[src/rtl/pipe_stage_skid.sv]
// Pipeline stage register with a 2-entry skid buffer, valid/ready handshake, flush and bubble output.
// Optional performance counters are enabled by defining PIPE_STAGE_PERF_EN.
module pipe_stage_skid #(
  parameter int WORD_W    = 16,
  parameter int NUM_WORDS = 4,
  parameter int CTRL_W    = 16
) (
  input  logic                        clk,
  input  logic                        reset,
  input  logic                        flush,
  input  logic                        in_valid,
  output logic                        in_ready,
  input  logic [NUM_WORDS*WORD_W-1:0] in_data,
  input  logic [CTRL_W-1:0]           in_ctrl,
  output logic                        out_valid,
  input  logic                        out_ready,
  output logic [NUM_WORDS*WORD_W-1:0] out_data,
  output logic [CTRL_W-1:0]           out_ctrl,
  output logic [15:0]                 stall_cnt,
  output logic [15:0]                 flush_cnt
);

  localparam int DATA_W  = NUM_WORDS * WORD_W;
  localparam int ENTRY_W = DATA_W + CTRL_W;

  typedef enum logic [1:0] {EMPTY, ONE, FULL} state_t;

  state_t             state, state_next;
  logic [ENTRY_W-1:0] main_q, main_next;
  logic [ENTRY_W-1:0] skid_q, skid_next;
  logic [ENTRY_W-1:0] in_entry;
  logic               in_fire, out_fire;

  assign in_entry  = {in_ctrl, in_data};
  assign in_ready  = (state != FULL);
  assign out_valid = (state != EMPTY);
  assign in_fire   = in_valid & in_ready;
  assign out_fire  = out_valid & out_ready;

  // The head register can hold a stale entry after draining, so the outputs are gated to a bubble.
  assign out_data = out_valid ? main_q[DATA_W-1:0] : '0;
  assign out_ctrl = out_valid ? main_q[ENTRY_W-1:DATA_W] : '0;

  always_comb begin
    state_next = state;
    main_next  = main_q;
    skid_next  = skid_q;
    if (flush) begin
      state_next = EMPTY;
      main_next  = '0;
      skid_next  = '0;
    end else begin
      unique case (state)
        EMPTY: begin
          if (in_fire) begin
            state_next = ONE;
            main_next  = in_entry;
          end
        end
        ONE: begin
          if (in_fire && out_fire) begin
            main_next = in_entry;
          end else if (in_fire) begin
            state_next = FULL;
            skid_next  = in_entry;
          end else if (out_fire) begin
            state_next = EMPTY;
          end
        end
        FULL: begin
          if (out_fire) begin
            state_next = ONE;
            main_next  = skid_q;
          end
        end
        default: state_next = EMPTY;
      endcase
    end
  end

  always_ff @(posedge clk) begin
    if (reset) begin
      state  <= EMPTY;
      main_q <= '0;
      skid_q <= '0;
    end else begin
      state  <= state_next;
      main_q <= main_next;
      skid_q <= skid_next;
    end
  end

`ifdef PIPE_STAGE_PERF_EN
  logic [15:0] stall_q, flush_q;
  logic [1:0]  flush_inc;
  logic [16:0] flush_sum;

  // Squashed entries: held ones not leaving this cycle, plus an upstream entry presented during flush.
  always_comb begin
    unique case (state)
      ONE:     flush_inc = 2'd1;
      FULL:    flush_inc = 2'd2;
      default: flush_inc = 2'd0;
    endcase
    if (out_fire) flush_inc = flush_inc - 2'd1;
    if (in_valid) flush_inc = flush_inc + 2'd1;
    flush_sum = {1'b0, flush_q} + {15'd0, flush_inc};
  end

  always_ff @(posedge clk) begin
    if (reset) begin
      stall_q <= '0;
      flush_q <= '0;
    end else begin
      if (out_valid && !out_ready && stall_q != 16'hFFFF) stall_q <= stall_q + 16'd1;
      if (flush) flush_q <= flush_sum[16] ? 16'hFFFF : flush_sum[15:0];
    end
  end

  assign stall_cnt = stall_q;
  assign flush_cnt = flush_q;
`else
  assign stall_cnt = 16'h0000;
  assign flush_cnt = 16'h0000;
`endif

endmodule

[config.mk]
export PLATFORM = sky130hd
export DESIGN_NAME = pipe_stage_skid
export DESIGN_NICKNAME = d
export VERILOG_FILES = /design/src/rtl/pipe_stage_skid.sv
export SDC_FILE = /design/constraint.sdc
export NUM_CORES = 1
export LEC_CHECK = 0
export CORE_MARGIN = 4
export CORE_UTILIZATION = 44
export DETAILED_ROUTE_END_ITERATION = 8
export PLACE_DENSITY = 0.78
export SYNTH_ARGS = -nofsm -noshare
export SYNTH_HDL_FRONTEND = slang
export SYNTH_SLANG_ARGS = --single-unit
export TNS_END_PERCENT = 20
[constraint.sdc]
create_clock -name clk -period 1.8 [get_ports clk]
set_input_delay 0.27 -clock clk [delete_from_list [all_inputs] [get_ports clk]]
set_output_delay 0.27 -clock clk [all_outputs]
set_load 0.05 [all_outputs]
==> impl_metrics.json <==
{
  "start_kind": "flip-flop",
  "synthMostInstantiatedCell": "dfxtp_1",
  "overflow": 0,
  "pre_cts_slack_ps": -85.8,
  "clock_latency_ps": 420,
  "fin_setup_tns_ps": -1220,
  "p_leak_uw": 0.00458,
  "yosys_warnings": 0,
  "route.vias.total": 6722,
  "synthSimpleGateAreaFrac": 0.149,
  "ys_async_sr_fraction": 0,
  "setup_viol": 63,
  "grt_max_degree": 74,
  "grt_pass1_vias": 6795,
  "synth_xor_area_frac": 0,
  "drv_cap": 0,
  "synthDominantCellAreaShare": 0.408,
  "critPathRequiredTime_ps": 1530,
  "cts_tree": "built",
  "post-dp-hpwl_mm": 13.8,
  "synthMuxAreaShare": 0.101,
  "h-tree-depth": 4,
  "hold_buffers": 0,
  "fill_cells": 1303,
  "cp_max_fo": 28,
  "cts_buffers": 17,
  "hp-class": "input pin to flip-flop",
  "fin_ws_ps": -52.6,
  "pin_count": 199,
  "drive_gt1_frac": 0.300,
  "synth-edff-count": 0,
  "synth.largest_area_cell": "dfxtp_1",
  "ys_ff_latch": 162,
  "clock_tree.root_cell": "clkbuf_16",
  "post-route-period-util": 1.03,
  "p_per_area_nw_per_um2": 742,
  "violations": "negative setup slack",
  "vias_per_cell": 5.45,
  "ant_nets": 0,
  "min_from": "in_ctrl[7]",
  "synth_top_family_by_area": "compound AO/OA/AOI/OAI gates",
  "syn_inst": 862,
  "coreArea_um2": 17500,
  "fp.dieH_um": 142,
  "hold_end": "skid_q[71]",
  "die_w_um": 142,
  "r2r-end": "main_q[32]",
  "drtIter0Drc": 448,
  "syn_avg_cell_area_um2": 9.23,
  "synth_flop_cell": "dfxtp_1",
  "intPower_uw": 6210,
  "synth_seq_area_share": 0.408,
  "cts_max_path_buffers": 2,
  "place_congestion": 0.725,
  "post_cts_buffers": 0,
  "pwr-share-seq": 0.437,
  "synthAdderAreaFrac": 0,
  "cts_sinks": 162,
  "rows": 48,
  "grt_pass1_wl_mm": 34.6,
  "synth_compound_area_frac": 0.256,
  "drv_slew": 0,
  "clkPwrFrac": 0.408,
  "p_sw_uw": 2340,
  "synth_area_leaders": "dfxtp_1 41%, a211oi_2 13%, mux2i_1 10%, nand2_1 7.6%, a211oi_1 7.5%",
  "ys_types": 24,
  "rsz0062_at_grt": "true",
  "port_buffers": 166,
  "post-route-drc-count": 0,
  "wl_per_cell_um": 17.5,
  "dieArea_um2": 20300,
  "crit_path_end_kind": "primary output",
  "worstRegToRegCells": 5,
  "criticalPathCategory": "flip-flop to primary output",
  "hold_violations": 0,
  "swShare": 0.274,
  "post-route-min-period_ps": 1850,
  "max_freq_mhz": 540,
  "p_comb_frac": 0.155,
  "reg2reg_from": "state[1]",
  "fin_skew_ps": 7.96,
  "synth_area_um2": 7960,
  "dr.pass1.iters": 4,
  "grtUsageTotal": 0.209,
  "synth_common_cells": "162 x dfxtp_1, 161 x nand2_1, 81 x a21oi_1, 81 x and2_1",
  "path_clk_slew_ps": 60,
  "syn_to_final_growth_pct": 44.8,
  "layout.nets": 1081,
  "ff2ff_setup_slack_ps": 230,
  "hold_depth": 3,
  "n_antenna_cell": 0,
  "irDropWorstVdd_v": 0.000627,
  "status": "finished, violations left",
  "antenna_found_initial": 1,
  "wl_mm": 21.5,
  "crit_arrival_ps": 1580,
  "start_util": 0.454
}
## power groups by stage
| stage | logic, uW | clock network (uW) | registers (uW) |
|---|---|---|---|
| after floorplan | 846 | 0 | 3790 |
| after global placement | 1270 | 0 | 3800 |
| after detailed placement | 1280 | 0 | 3810 |
| after CTS | 1330 | 3550 | 3730 |
| after global routing | 1410 | 3690 | 3740 |
| final | 1330 | 3490 | 3730 |
## cell type report
cell class | instances | area (um2) | area share
multi-input combinational | 609 | 4360 | 0.378
sequential | 162 | 3250 | 0.282
timing repair buffer | 206 | 3070 | 0.266
clock buffer | 18 | 439 | 0.0381
tap | 225 | 282 | 0.0244
clock inverter | 14 | 131 | 0.0114
## metal layers
metal | part of all wire | GRT usage
met5 | 0.00037 | 0
met4 | 0.0095 | 0.0520
met3 | 0.055 | 0.0433
met2 | 0.51 | 0.358
met1 | 0.43 | 0.271
## worst max-delay path by stage
stage	endpoint	cells after the start	slack, ps	start
final	out_ctrl[9]	4	-50	state[1]
after detailed placement	main_q[40]	5	-90	in_valid
after floorplan	out_ctrl[11]	4	-30	state[1]
after global routing	out_ctrl[4]	4	-100	state[1]
after CTS	out_data[0]	4	-60	state[1]
after global placement	main_q[37]	5	-20	in_valid
## layout by cell type (no fill, tap or decap), types with 23 or more instances in the layout
master           synthesis  final
a211oi_1                80     80
a211oi_2                80     80
a21oi_1                 81     81
and2_1                  81     23
and2_4                   0     58
buf_12                   0    101
clkdlybuf4s50_1          0     84
conb_1                   1     32
dfxtp_1                162    160
mux2i_1                 80     80
nand2_1                161    161
## repair_timing
item,CTS,global route
cloned,2,0
resized for setup,63,2
setup endpoints to repair,81,81
pin swaps,51,3
## state kept, by name, summed over array words and instances (netlist names)
register	flops
main_q	80
skid_q	80
state	2
## per-stage QoR
step | total power (uW) | instance area [um2] | util | hold WS (ps) | cells
floorplan | 4640 | 8080 | - | 406 | 893
global placement | 5070 | 10700 | 0.612 | 441 | 1200
detailed placement | 5090 | 10700 | 0.612 | 446 | 1200
CTS | 8610 | 11500 | 0.657 | 411 | 1234
global route | 8840 | 11500 | 0.657 | 418 | 1234
finish | 8550 | 11500 | 0.657 | 423 | 1234
## kinds of logic (layout without fill, tap and decap cells)
| group | Yosys count | in the layout |
|---|---|---|
| other | 1 | 32 |
| muxes | 80 | 80 |
| DFF | 162 | 162 |
| and+or+nand+nor | 252 | 252 |
| buffers and inverters | 122 | 238 |
| AOI/OAI and AO/OA | 245 | 245 |
## worst max-delay path, stage by stage, from the launching register on
cell and delay [ps]:
dfxtp_2 320, or2_4 300, buf_12 180, and2_1 200
buf_12 160
(Power assumes the default switching activity.)
